$ cat config.mk
export PLATFORM = sky130hd
export DESIGN_NAME = unpack_arb_flat
export DESIGN_NICKNAME = d
export VERILOG_FILES = /design/src/rtl/unpack_arb_if.sv /design/src/rtl/unpack_arb.sv /design/src/flat_wrapper.sv
export SDC_FILE = /design/constraint.sdc
export NUM_CORES = 1
export LEC_CHECK = 0
export BUFFER_PORTS_ARGS = -buffer_cell sky130_fd_sc_hd__buf_2
export CELL_PAD_IN_SITES_DETAIL_PLACEMENT = 1
export CELL_PAD_IN_SITES_GLOBAL_PLACEMENT = 2
export CORE_MARGIN = 4
export CORE_UTILIZATION = 21
export DETAILED_ROUTE_END_ITERATION = 16
export PLACE_DENSITY = 0.78
export SKIP_LAST_GASP = 1
export SYNTH_ARGS = -nofsm -noshare
export SYNTH_HDL_FRONTEND = slang
export SYNTH_SLANG_ARGS = --single-unit
$ cat constraint.sdc
create_clock -name ck -period 2.15 [get_ports ck]
set_clock_uncertainty 0.2 [all_clocks]
set_input_delay 0.215 -clock ck [delete_from_list [all_inputs] [get_ports ck]]
set_output_delay 0.215 -clock ck [all_outputs]
set_load 0.1 [all_outputs]
$ cat src/rtl/unpack_arb_if.sv
// unpack_arb_if: one requester's request/response channel into unpack_arb.
// The master drives requests; the slave (arbiter) returns ready and read responses.
interface unpack_arb_if #(
  parameter int unsigned AW    = 5,
  parameter int unsigned WIDTH = 11
);
  logic             valid;
  logic             ready;
  logic             wr;
  logic [AW-1:0]    idx;
  logic [WIDTH-1:0] data;
  logic             rsp_valid;
  logic [WIDTH-1:0] rsp_data;
  logic             rsp_err;

  modport master (
    output valid, wr, idx, data,
    input  ready, rsp_valid, rsp_data, rsp_err
  );

  modport slave (
    input  valid, wr, idx, data,
    output ready, rsp_valid, rsp_data, rsp_err
  );
endinterface

$ cat src/rtl/unpack_arb.sv
// unpack_arb: two-requester round-robin arbiter for an external DEPTH x WIDTH register file.
// Define UNPACK_ARB_INIT_EN to clear every entry after reset before accepting requests.
module unpack_arb #(
  parameter int unsigned DEPTH = 20,
  parameter int unsigned WIDTH = 11,
  parameter int unsigned AW    = 5
) (
  input  logic             ck,
  input  logic             rst,
  unpack_arb_if.slave      req0,
  unpack_arb_if.slave      req1,
  output logic [AW-1:0]    mem_idx,
  output logic             mem_wr,
  output logic [WIDTH-1:0] mem_data,
  input  logic [WIDTH-1:0] mem_rslt,
  output logic             init_busy
);

  localparam int unsigned AWX = AW + 1;

  typedef enum logic {ST_INIT, ST_RUN} state_t;

`ifdef UNPACK_ARB_INIT_EN
  localparam state_t RST_STATE = ST_INIT;
  localparam logic   RST_BUSY  = 1'b1;
`else
  localparam state_t RST_STATE = ST_RUN;
  localparam logic   RST_BUSY  = 1'b0;
`endif

  state_t           r_state;
  logic [AW-1:0]    r_ic;
  logic             r_pri;
  logic             r_init_busy;
  logic             r_rsp0_valid, r_rsp1_valid;
  logic             r_rsp0_err, r_rsp1_err;
  logic [WIDTH-1:0] r_rsp0_data, r_rsp1_data;

  logic             w_run, w_gnt0, w_gnt1, w_gnt, w_wr, w_inr;
  logic [AW-1:0]    w_idx;
  logic [WIDTH-1:0] w_data;

  // Grant selection: a lone requester wins, a tie goes to r_pri.
  always_comb begin
    w_run  = (r_state == ST_RUN) && !rst;
    w_gnt0 = w_run && req0.valid && (!req1.valid || !r_pri);
    w_gnt1 = w_run && req1.valid && (!req0.valid || r_pri);
    w_gnt  = w_gnt0 || w_gnt1;
    w_idx  = w_gnt1 ? req1.idx  : req0.idx;
    w_wr   = w_gnt1 ? req1.wr   : req0.wr;
    w_data = w_gnt1 ? req1.data : req0.data;
    w_inr  = {1'b0, w_idx} < AWX'(DEPTH);
  end

  // Storage port: init sweep, granted access, or idle at index 0.
  always_comb begin
    mem_wr   = 1'b0;
    mem_idx  = '0;
    mem_data = '0;
    if ((r_state == ST_INIT) && !rst) begin
      mem_wr  = 1'b1;
      mem_idx = r_ic;
    end else if (w_gnt) begin
      mem_wr   = w_wr && w_inr;
      mem_idx  = w_inr ? w_idx : '0;
      mem_data = w_data;
    end
  end

  always_ff @(posedge ck) begin
    if (rst) begin
      r_state      <= RST_STATE;
      r_ic         <= '0;
      r_init_busy  <= RST_BUSY;
      r_pri        <= 1'b0;
      r_rsp0_valid <= 1'b0;
      r_rsp1_valid <= 1'b0;
      r_rsp0_err   <= 1'b0;
      r_rsp1_err   <= 1'b0;
      r_rsp0_data  <= '0;
      r_rsp1_data  <= '0;
    end else begin
      r_rsp0_valid <= w_gnt0 && (!w_wr || !w_inr);
      r_rsp1_valid <= w_gnt1 && (!w_wr || !w_inr);
      r_rsp0_err   <= w_gnt0 && !w_inr;
      r_rsp1_err   <= w_gnt1 && !w_inr;
      r_rsp0_data  <= (w_gnt0 && !w_wr && w_inr) ? mem_rslt : '0;
      r_rsp1_data  <= (w_gnt1 && !w_wr && w_inr) ? mem_rslt : '0;
      // Priority passes to whichever requester was not granted.
      if (w_gnt) r_pri <= w_gnt0;
      if (r_state == ST_INIT) begin
        r_ic <= r_ic + 1'b1;
        if (r_ic == AW'(DEPTH - 1)) begin
          r_state     <= ST_RUN;
          r_init_busy <= 1'b0;
          r_ic        <= '0;
        end
      end
    end
  end

  assign init_busy      = r_init_busy;
  assign req0.ready     = w_gnt0;
  assign req1.ready     = w_gnt1;
  assign req0.rsp_valid = r_rsp0_valid;
  assign req1.rsp_valid = r_rsp1_valid;
  assign req0.rsp_err   = r_rsp0_err;
  assign req1.rsp_err   = r_rsp1_err;
  assign req0.rsp_data  = r_rsp0_data;
  assign req1.rsp_data  = r_rsp1_data;

endmodule

$ cat src/flat_wrapper.sv
// flat-port wrapper written by rule: the top's interface ports become plain ports
module unpack_arb_flat 
#(
  parameter int unsigned DEPTH = 20,
  parameter int unsigned WIDTH = 11,
  parameter int unsigned AW    = 5
)
  (ck, rst, mem_idx, mem_wr, mem_data, mem_rslt, init_busy, req0_valid, req0_wr, req0_idx, req0_data, req0_ready, req0_rsp_valid, req0_rsp_data, req0_rsp_err, req1_valid, req1_wr, req1_idx, req1_data, req1_ready, req1_rsp_valid, req1_rsp_data, req1_rsp_err);
  unpack_arb_if #(.AW(AW), .WIDTH(WIDTH)) req0_i ();
  unpack_arb_if #(.AW(AW), .WIDTH(WIDTH)) req1_i ();
  input  logic ck;
  input  logic rst;
  output logic [AW-1:0] mem_idx;
  output logic mem_wr;
  output logic [WIDTH-1:0] mem_data;
  input  logic [WIDTH-1:0] mem_rslt;
  output logic init_busy;
  input wire logic [$bits(req0_i.valid)-1:0] req0_valid;
  input wire logic [$bits(req0_i.wr)-1:0] req0_wr;
  input wire logic [$bits(req0_i.idx)-1:0] req0_idx;
  input wire logic [$bits(req0_i.data)-1:0] req0_data;
  output wire logic [$bits(req0_i.ready)-1:0] req0_ready;
  output wire logic [$bits(req0_i.rsp_valid)-1:0] req0_rsp_valid;
  output wire logic [$bits(req0_i.rsp_data)-1:0] req0_rsp_data;
  output wire logic [$bits(req0_i.rsp_err)-1:0] req0_rsp_err;
  input wire logic [$bits(req1_i.valid)-1:0] req1_valid;
  input wire logic [$bits(req1_i.wr)-1:0] req1_wr;
  input wire logic [$bits(req1_i.idx)-1:0] req1_idx;
  input wire logic [$bits(req1_i.data)-1:0] req1_data;
  output wire logic [$bits(req1_i.ready)-1:0] req1_ready;
  output wire logic [$bits(req1_i.rsp_valid)-1:0] req1_rsp_valid;
  output wire logic [$bits(req1_i.rsp_data)-1:0] req1_rsp_data;
  output wire logic [$bits(req1_i.rsp_err)-1:0] req1_rsp_err;
  assign req0_i.valid = req0_valid;
  assign req0_i.wr = req0_wr;
  assign req0_i.idx = req0_idx;
  assign req0_i.data = req0_data;
  assign req0_ready = req0_i.ready;
  assign req0_rsp_valid = req0_i.rsp_valid;
  assign req0_rsp_data = req0_i.rsp_data;
  assign req0_rsp_err = req0_i.rsp_err;
  assign req1_i.valid = req1_valid;
  assign req1_i.wr = req1_wr;
  assign req1_i.idx = req1_idx;
  assign req1_i.data = req1_data;
  assign req1_ready = req1_i.ready;
  assign req1_rsp_valid = req1_i.rsp_valid;
  assign req1_rsp_data = req1_i.rsp_data;
  assign req1_rsp_err = req1_i.rsp_err;
  unpack_arb #(.DEPTH(DEPTH), .WIDTH(WIDTH), .AW(AW)) u_core (.ck(ck), .rst(rst), .req0(req0_i), .req1(req1_i), .mem_idx(mem_idx), .mem_wr(mem_wr), .mem_data(mem_data), .mem_rslt(mem_rslt), .init_busy(init_busy));
endmodule
* Word-level counts from Yosys, hierarchy flattened *
Index checks and enable logic that the tools add are counted.

cells by class
  equal/unequal tests = 1
  add/sub/neg operators = 1
  order comparisons = 1
  bitwise logic cells = 3
  reduce and logical (&&, ||, !) cells = 28
  multiplexer cells = 12

operators by type and width
  kind                   count
  $mux W11               3
  $mux W5                5
  $logic_and A1 B1 Y1    15
  $logic_not A1 Y1       6
  $reduce_or A2 Y1       3
  $add A5 B1 Y5 const B  1
  $eq A5 B5 Y1 const B   1
  $lt A5 B5 Y1 const B   1
  $logic_or A1 B1 Y1     4
  $mux W1                4
  $not A1 Y1             3

word-level totals
  output and inout port bits = 46
  register bits after elaboration = 33
  input port bits = 49

* Longest topological paths before layout *
Gate-level depths: netlist of run 1.

  word-level depth = 10
  mapped depth = 6
  mapped depth without buffers = 5

* Worst setup path before layout of run 1 *
Ideal clock, no wire load.

  path type = register to output
  from = register u_core.r_state
  to = output port mem_idx[0]
  buffers on the path = 0
  data required time = 1.735 ns
  path slack = -1.358 ns
  stages on the path, launching flop included = 6
  data arrival time = 3.093 ns
  path through = dfxtp_1 nor2b_4 nand3_2 inv_2 a32oi_1 o21ai_0

between the ends
  word-level cells in the longest chain between the ends = 8
  elaborated cells on any way between the ends = 13
  those cells by class = 1 x order compare; 4 x mux; 1 x bitwise; 7 x reduce/logical

ends and longest elaborated chain
  item                               RTL line            RTL
  from (decl)                        unpack_arb.sv:31    state_t r_state;
  from (signal assigned)             unpack_arb.sv:72    r_state <= RST_STATE;
  from (signal assigned)             unpack_arb.sv:94    r_state <= ST_RUN;
  $logic_and A1 B1 Y1                unpack_arb.sv:45    w_run = (r_state == ST_RUN) && !rst;
  $logic_and A1 B1 Y1 (2 in series)  unpack_arb.sv:47    w_gnt1 = w_run && req1.valid && (!req0.valid || r_pri);
  $mux W5                            unpack_arb.sv:49    w_idx = w_gnt1 ? req1.idx : req0.idx;
  $lt A5 B5 Y1                       unpack_arb.sv:52    w_inr = {1'b0, w_idx} < AWX'(DEPTH);
  $mux W5                            unpack_arb.sv:65    mem_idx = w_inr ? w_idx : '0;
  $mux W5                            unpack_arb.sv:63    end else if (w_gnt) begin
  $mux W5 *                          unpack_arb.sv:60    if ((r_state == ST_INIT) && !rst) begin
  to (decl)                          flat_wrapper.sv:13  output logic [AW-1:0] mem_idx;

Every way passes the cells marked *; elsewhere a longest branch is shown, timed or not.

* Final worst setup path of run 1 *
Same ends and word-level chain as after synthesis.

==> flow_summary.json, run 1 <==
{
  "crit-reg2reg-capture": "u_core.req0.rsp_valid",
  "hold_violations": 0,
  "cts_tree": "yes",
  "yosysWarnings": 0,
  "maxSlewViolCount": 0,
  "synth_top_family_by_area": "simple AND/OR/NAND/NOR gates",
  "finalSetupViolCount": 0,
  "async_flop_share_pct": 0,
  "drv_cap": 0,
  "rsz0062_at_grt": "yes",
  "port_buffers": 93,
  "synthXorXnorAreaFrac_pct": 0.663,
  "yosysMostFrequentCell": "dfxtp_1",
  "p_per_area_nw_per_um2": 730,
  "start_kind": "flop",
  "coreArea_um2": 6030,
  "vias_per_cell": 4.26,
  "syn_area_um2": 1320,
  "cpMaxStageDelayCell": "dfxtp_4",
  "cts.clk_slew.worst_paths_ps": 70,
  "r2r_slack_ps": 510,
  "ir_worst_vdd_mv": 0.334,
  "hold_end": "u_core.r_ic[4]",
  "root_buffer": "clkbuf_8",
  "ys.flop_type": "dfxtp_1",
  "synth.area.top_cells": "dfxtp_1 50%, and2_1 10%, a22o_1 7.3%",
  "avgSynthCellArea_um2": 9.93,
  "path_max_fanout": 9,
  "synth_top_area_share_pct": 50.0,
  "reg2reg_depth": 5,
  "stdcell_count": 326,
  "period_share_pct": 96.0,
  "n_antenna_cell": 0,
  "grt-ovfl-total": 0,
  "worst_path_dominant_cell_family": "flip-flops",
  "ys_types": 32,
  "place_congestion": 0.678,
  "grt_pass1_vias": 1486,
  "synthSimpleGateAreaFrac_pct": 26.6,
  "drtIter0Drc": 39,
  "synth_area_leader_cell": "dfxtp_1",
  "synth_compound_area_share_pct": 16.8,
  "synth_common_cells": "33 x dfxtp_1, 22 x and2_1, 11 x a22o_1",
  "totalWireLength_um": 4650,
  "clk_latency_ps": 280,
  "max_freq_ghz": 0.484,
  "slowest_delay_ps": 380,
  "whs_path_depth": 2,
  "die_w_um": 87.3,
  "synthCells": 133,
  "die-area_um2": 7620,
  "detailed_place_hpwl_um": 3640,
  "grt_max_degree": 16,
  "h-tree-depth": 2,
  "ant_nets": 0,
  "relSlewSlack_pct": 67.5,
  "initial_utilization_pct": 21.9,
  "regArea_um2": 664,
  "grt_usage_pct": 12.1,
  "antenna_found_initial": 0,
  "required_ps": 1740,
  "placed_cells": 303,
  "path_buf_inv": 2,
  "grt_pass1_wl_um": 7410,
  "ioPinCount": 95,
  "worst_setup_path_end_kind": "output pin",
  "arrival_ps": 1650,
  "syn_nets": 183,
  "cts.sinks": 33,
  "post-place-ws_ps": 157,
  "drive_gt1_share_pct": 52.2,
  "nets": 300,
  "final.min_clock_period_ps": 2060,
  "fin_ws_ps": 86.0,
  "fillers": 686,
  "hold_class": "in -> reg",
  "path_cells": "nor2b_4 -> nand3_2 -> inv_2 -> a32oi_1 -> o21ai_4 -> buf_12",
  "synth_mux_area_share_pct": 1.61,
  "ys_ff_latch": 33,
  "die_h_um": 87.3,
  "wl_per_cell_um": 14.3,
  "multiInputGateArea_um2": 672,
  "synth-edff-count": 0,
  "clock_path_buffers": 2,
  "synthAdderAreaFrac_pct": 0.947,
  "hp-start": "rst",
  "p_leak_nw": 1.20,
  "status": "finished clean",
  "yosysSeqAreaShare_pct": 50.0,
  "rows": 28,
  "timing.rr.start": "u_core.r_state",
  "via_count": 1390,
  "worst_pin_slew_ps": 481,
  "numCtsBuffers": 5,
  "synthToLayoutAreaGrowth_pct": 91.9,
  "critPathKind": "reg -> out",
  "dr.pass1.iters": 4,
  "drcViolationCount": 0
}
## worst max path at each step
stage / from / to / slack (ps) / cells past startpoint
2_1_floorplan: u_core.r_state / mem_data[4] / -4 / 5
3_3_place_gp: u_core.r_state / mem_data[4] / 220 / 6
3_5_place_dp: u_core.r_state / mem_data[6] / 160 / 6
4_1_cts: u_core.r_state / mem_data[6] / 10 / 6
5_1_grt: u_core.r_state / mem_data[10] / -5 / 6
6_report: u_core.r_state / mem_idx[0] / 90 / 6
## layout make-up
class,instances,share of cell area [%]
clock inverters,3,2.57
multi-input cells,92,26.5
clock buffers,5,2.71
repair buffers,115,37.6
well taps,75,3.70
flip-flops and latches,33,26.2
inverters,3,0.740
## layout by cell type (no fill, tap or decap), drive strengths merged
master,instances
buf,102
dfxtp,33
and2,22
dlygate4sd3,13
a22o,11
nor2,10
a21oi,6
o21ai,6
clkbuf,5
nand3,5
nand2,5
nand2b,4
nor3b,4
a32oi,3
nor2b,3
inv,3
a221o,2
nor3,2
bufinv,2
a31oi,1
a211oi,1
mux2,1
nor4bb,1
nand4b,1
xor2,1
mux2i,1
ha,1
conb,1
clkinv,1
## logic make-up (layout without fill, tap and decap cells)
group / Yosys count / count (layout)
xor gates and xnor gates: 1 / 1
muxes: 2 / 2
buffers and inverters: 8 / 126
other: 1 / 1
adders and majority gates: 1 / 1
AOI/OAI and AO/OA: 30 / 30
and+or+nand+nor: 57 / 57
DFF: 33 / 33
## flip-flops by register name, indices dropped and copies added (netlist names)
register	flops
u_core.req1.rsp_data	11
u_core.req1.rsp_err	1
u_core.r_ic	5
u_core.req0.rsp_valid	1
u_core.r_pri	1
u_core.req0.rsp_data	11
u_core.r_state	1
u_core.req0.rsp_err	1
u_core.req1.rsp_valid	1
## stage by stage
step / setup TNS [ps] / utilization (%) / hold slack (ps) / power, mW / instance area (µm²)
after detailed placement: 0 / 37.0 / 236 / 1.16 / 2230
after global routing: -5.92 / 42.1 / 42.8 / 1.93 / 2530
after floorplan: -25.9 / - / 84.1 / 0.972 / 1370
final: 0 / 42.1 / 31.8 / 1.85 / 2530
after global placement: 0 / 37.0 / 226 / 1.16 / 2230
after CTS: 0 / 41.5 / 27.1 / 1.87 / 2500
## metal layers
metal	GRT usage, %	up-vias	part of all wire (%)
li1	-	697	-
met1	14.1	631	42
met2	21.6	60	49
met3	4.07	2	8.3
met4	1.67	0	0.37
met5	0	-	0
## where the power goes
part / switching (mW) / internal, mW / total, mW / leakage, nW
clock: 0.218 / 0.460 / 0.678 / 0.0681
sequential: 0.00422 / 0.623 / 0.628 / 0.267
combinational: 0.358 / 0.185 / 0.543 / 0.868
total: 0.580 / 1.27 / 1.85 / 1.20
## timing repair
item,in CTS,in global routing
endpoints found under the setup margin,17,13
hold buffers,13,0
gates resized for setup,3,5
hold endpoints to repair,24,0
pin swaps,0,2
setup buffers,0,2
Power figures use the tool's default switching activity.
==> run 2, diff against run 1 <==
CORE_UTILIZATION = 23   (was 21)
CTS_CLUSTER_DIAMETER = 40   (was not set)
PLACE_DENSITY = 0.85   (was 0.78)
clock period = 2.4 ns   (was 2.15 ns; I/O delays follow)
==> flow_summary.json, run 2 (synthesis gave the netlist of run 1 again) <==
{
  "clock_path_buffers": 2,
  "stdcell_count": 315,
  "fin_util_pct": 41.9,
  "whs_ps": 53.1,
  "start_kind": "flop",
  "ant_nets": 0,
  "critPathKind": "reg -> out",
  "antenna_found_initial": 0,
  "clk_latency_ps": 280,
  "hold_violations": 0,
  "period_share_pct": 96.4,
  "rows": 27,
  "synthToLayoutAreaGrowth_pct": 75.7,
  "layout_commonest_cell": "buf_2",
  "drcViolationCount": 0,
  "grt-ovfl-total": 0,
  "required_ps": 1960,
  "relSlewSlack_pct": 57.1,
  "cts_tree": "yes",
  "p_leak_nw": 1.12,
  "crit-reg2reg-capture": "u_core.req0.rsp_data[7]",
  "p_total_mw": 1.41,
  "grt_pass1_vias": 1454,
  "grt_usage_pct": 12.8,
  "setup_tns_ps": 0,
  "coreArea_um2": 5540,
  "postCtsSetupBuffers": 0,
  "worst_setup_path_end_kind": "output pin",
  "cts.sinks": 33,
  "fin_ws_ps": 85.3,
  "n_antenna_cell": 0,
  "grt_max_degree": 19,
  "h-tree-depth": 2,
  "ir_worst_vdd_mv": 0.257,
  "totalWireLength_um": 4380,
  "cts.clk_slew.worst_paths_ps": 70,
  "place_area_um2": 2100,
  "ioPinCount": 95,
  "initial_utilization_pct": 23.8,
  "mostFrequentLayoutCells": "76 x buf_2, 33 x dfxtp_1, 22 x and2_1",
  "critPathCapture": "mem_idx[0]",
  "grt_pass1_wl_um": 7200,
  "numCtsBuffers": 5,
  "finalSetupViolCount": 0,
  "stdcell_area_um2": 2320,
  "vias_per_cell": 4.39,
  "nets": 292,
  "max_freq_ghz": 0.432,
  "arrival_ps": 1870,
  "place_congestion": 0.678,
  "path_max_fanout": 17,
  "drive_gt1_share_pct": 49.0,
  "r2r_slack_ps": 530,
  "timing.rr.start": "u_core.r_state",
  "root_buffer": "clkbuf_8",
  "dr.pass1.iters": 4,
  "hold_class": "in -> reg",
  "die_w_um": 83.8,
  "rsz0062_at_grt": "yes",
  "status": "finished clean",
  "via_count": 1383,
  "maxSlewViolCount": 0,
  "setup.worst_path.start": "u_core.r_state",
  "p_per_area_nw_per_um2": 610,
  "wl_per_cell_um": 13.9,
  "placed_cells": 294,
  "worst_pin_slew_ps": 643,
  "post-place-ws_ps": 285,
  "reg2reg_depth": 4,
  "detailed_place_hpwl_um": 3500,
  "drv_cap": 0,
  "drtIter0Drc": 24,
  "die_h_um": 83.8,
  "die-area_um2": 7020,
  "port_buffers": 93,
  "final.min_clock_period_ps": 2310
}
==> run 2: changes by cell type in the layout (fill, tap and decap cells not counted), moves of 2 or more <==
cell,previous run,this run
buf_12,19,15
buf_2,74,76
buf_4,8,1
bufinv_16,2,0
clkbuf_4,0,2
clkinv_2,1,3
nand2_2,0,3
nand2_4,3,0
nor3b_1,1,3
nor3b_2,3,1
==> run 2: cell type report <==
class	count	area, µm²
fill	654	3220
timing repair buffer	107	833
sequential	33	661
multi-input combinational	92	639
tap	72	90.1
clock buffer	6	72.6
inverter	3	15.0
clock inverter	2	10.0
==> run 2: worst min path at each step <==
stage                      from                      end  slack, ps  cells after the start
global placement    mem_rslt[7]  u_core.req1.rsp_data[7]        250                      2
finish                      rst           u_core.r_ic[4]         50                      2
floorplan                   rst           u_core.r_ic[4]        110                      1
detailed placement  mem_rslt[1]  u_core.req1.rsp_data[1]        260                      2
global route                rst           u_core.r_ic[4]         70                      2
CTS                         rst           u_core.r_ic[4]         40                      2
==> run 2: timing repair <==
action / in CTS / in global routing
hold buffers: 13 / 0
gates resized for setup: 1 / 3
setup endpoints to repair: 1 / 6
endpoints found under the hold margin: 23 / 0
==> run 2: critical path: stages (launching register included) <==
cell	delay, ps
dfxtp_1	430
nor2b_4	230
nand3_2	170
inv_4	200
a32oi_1	140
o21ai_2	210
buf_12	190
==> run 2: layer usage <==
layer | GRT usage [%] | vias up | share of wire [%]
met5 | 0 | - | 0
met4 | 3.95 | 0 | 1.0
met3 | 4.84 | 4 | 9.0
met2 | 22.3 | 60 | 51
met1 | 14.3 | 641 | 39
li1 | - | 678 | -
==> run 2: where the power goes <==
part | total (mW) | internal [mW] | switching, mW
clock network | 0.395 | 0.201 | 0.194
logic | 0.457 | 0.143 | 0.314
registers | 0.563 | 0.560 | 0.00345
==> run 3, diff against run 2 <==
ABC_AREA = 1   (was not set)
CORE_UTILIZATION = 22   (was 23)
==> flow_summary.json, run 3 <==
{
  "cts.clk_slew.worst_paths_ps": 70,
  "drtIter0Drc": 20,
  "finalSetupViolCount": 0,
  "ys_types": 27,
  "nets": 339,
  "ys_ff_latch": 33,
  "synthAdderAreaFrac_pct": 0.891,
  "place_congestion": 0.765,
  "die_w_um": 87.9,
  "ant_nets": 0,
  "initial_utilization_pct": 23.2,
  "synthXorXnorAreaFrac_pct": 1.25,
  "die_h_um": 87.9,
  "whs_ps": 4.29,
  "arrival_ps": 1870,
  "stdcell_count": 365,
  "hold_class": "in -> reg",
  "grt-ovfl-total": 0,
  "path_max_fanout": 12,
  "final.min_clock_period_ps": 2310,
  "cts.sinks": 33,
  "grt_pass1_vias": 1511,
  "rsz0062_at_grt": "yes",
  "hold_violations": 0,
  "path_cells": "inv_2 -> nor2_4 -> nand3_4 -> buf_6 -> buf_6 -> o21ai_0 -> nor2_4 -> buf_12",
  "yosysWarnings": 0,
  "rows": 28,
  "drcViolationCount": 0,
  "synth_top_area_share_pct": 47.1,
  "synth_area_leader_cell": "dfxtp_1",
  "maxSlewViolCount": 0,
  "p_int_mw": 1.06,
  "critPathKind": "reg -> out",
  "synth_mux_area_share_pct": 0,
  "layout_commonest_cell": "buf_2",
  "ioPinCount": 95,
  "die-area_um2": 7720,
  "async_flop_share_pct": 0,
  "ir_worst_vdd_mv": 0.280,
  "combPwrFrac_pct": 33.8,
  "p_per_area_nw_per_um2": 666,
  "ys.flop_type": "dfxtp_1",
  "avgSynthCellArea_um2": 7.55,
  "max_freq_ghz": 0.433,
  "worst_setup_path_end_kind": "output pin",
  "n_antenna_cell": 0,
  "dr.pass1.iters": 4,
  "coreArea_um2": 6060,
  "worst_path_dominant_cell_family": "buffers and inverters",
  "power.switching_uw": 582,
  "power_frac_clock_pct": 31.8,
  "cpMaxStageDelayCell": "dfxtp_2",
  "post-place-ws_ps": 130,
  "mostFrequentLayoutCells": "76 x buf_2, 32 x dfxtp_1, 29 x nor2_1",
  "synth_compound_area_share_pct": 9.00,
  "numCtsBuffers": 5,
  "yosysSeqAreaShare_pct": 47.1,
  "clock_path_buffers": 2,
  "period_share_pct": 96.2,
  "grt_usage_pct": 12.0,
  "swShare_pct": 35.4,
  "synth_common_cells": "40 x nor2_1, 33 x dfxtp_1, 29 x nand2_1",
  "grt_pass1_wl_um": 7310,
  "wl_per_cell_um": 13.1,
  "drv_cap": 0,
  "fin_ws_ps": 90.3,
  "synth-edff-count": 0,
  "seqPwrFrac_pct": 34.4,
  "slowest_delay_ps": 350,
  "status": "finished clean",
  "synth_top_family_by_area": "simple AND/OR/NAND/NOR gates",
  "yosysMostFrequentCell": "nor2_1",
  "root_buffer": "clkbuf_8",
  "detailed_place_hpwl_um": 3920,
  "via_count": 1533,
  "syn_nets": 236,
  "totalWireLength_um": 4780,
  "placed_cells": 350,
  "p_leak_nw": 1.24,
  "h-tree-depth": 2,
  "drive_gt1_share_pct": 51.0,
  "synthCells": 186,
  "path_buf_inv": 4,
  "cts_tree": "yes",
  "start_kind": "flop",
  "synthToLayoutAreaGrowth_pct": 75.7,
  "clk_latency_ps": 270,
  "port_buffers": 93,
  "vias_per_cell": 4.20,
  "required_ps": 1960,
  "antenna_found_initial": 0,
  "grt_max_degree": 17,
  "syn_area_um2": 1400,
  "synthSimpleGateAreaFrac_pct": 31.0,
  "synth.area.top_cells": "dfxtp_1 47%, nor2_1 11%, nand2_1 7.8%"
}
==> run 3: cell types whose count changed after synthesis, moves of 4 or more <==
cell,delta
nor2_1,+30
nand2b_1,-4
nand2_1,+24
nand4_1,+4
and2_1,-22
o21ai_0,+8
a22o_1,-10
nor2_2,+10
inv_1,+21
==> run 3: tightest hold or removal path: stages <==
cell and delay, ps:
buf_2 80, inv_1 50, nor2_2 80
==> run 3: power by group through the flow <==
stage               Sequential [mW]  Clock (mW)  Combinational [mW]
global route                  0.566       0.569               0.584
detailed placement            0.577           0               0.528
finish                        0.565       0.523               0.555
floorplan                     0.660           0               0.286
global placement              0.577           0               0.523
CTS                           0.565       0.541               0.534
==> run 3: worst paths after layout <==
path | startpoint | cells after the start | slack [ps] | to
worst min-delay path | mem_rslt[10] | 3 | 4 | u_core.req0.rsp_data[10]
worst max-delay path | u_core.r_state | 8 | 90 | mem_data[7]
worst max register to register | u_core.r_state | 11 | 280 | u_core.req0.rsp_data[0]
worst min register to register | u_core.r_pri | 2 | 320 | u_core.r_pri
==> run 3: layout make-up <==
type | instances | area, µm²
Fill cell | 755 | 3590
Inverter | 25 | 96.3
Sequential cell | 33 | 662
Clock buffer | 7 | 86.3
Timing Repair Buffer | 103 | 791
Clock inverter | 1 | 30.0
Tap cell | 75 | 93.8
Multi-Input combinational cell | 121 | 707
==> run 3: repair_timing <==
action	in CTS	in global routing
hold endpoints to repair	2	0
resized for setup	4	23
pin swaps	0	3
hold buffers	2	0
endpoints found under the setup margin	17	18
setup buffers	0	5
==> run 3: cell families after synthesis <==
family          Yosys count
fa+ha+maj                 1
compound gates           22
simple gates             95
flops                    33
xor+xnor                  2
buf+inv                  32
other cells               1
==> run 3: layer usage <==
layer,track usage (%),vias to the layer above,routed length [µm]
met3,4.33,2,530
met2,19.5,69,2250
li1,-,773,-
met5,0,-,0
met1,14.8,689,1980
met4,4.18,0,21
==> run 3: through the flow <==
stage / power (mW) / TNS [ps] / instance area, µm² / util, %
final: 1.64 / 0 / 2470 / 40.7
after global routing: 1.72 / -166 / 2470 / 40.7
after CTS: 1.64 / -37.5 / 2360 / 39.0
after detailed placement: 1.11 / 0 / 2220 / 36.6
after global placement: 1.10 / 0 / 2220 / 36.6
after floorplan: 0.946 / -1330 / 1480 / -
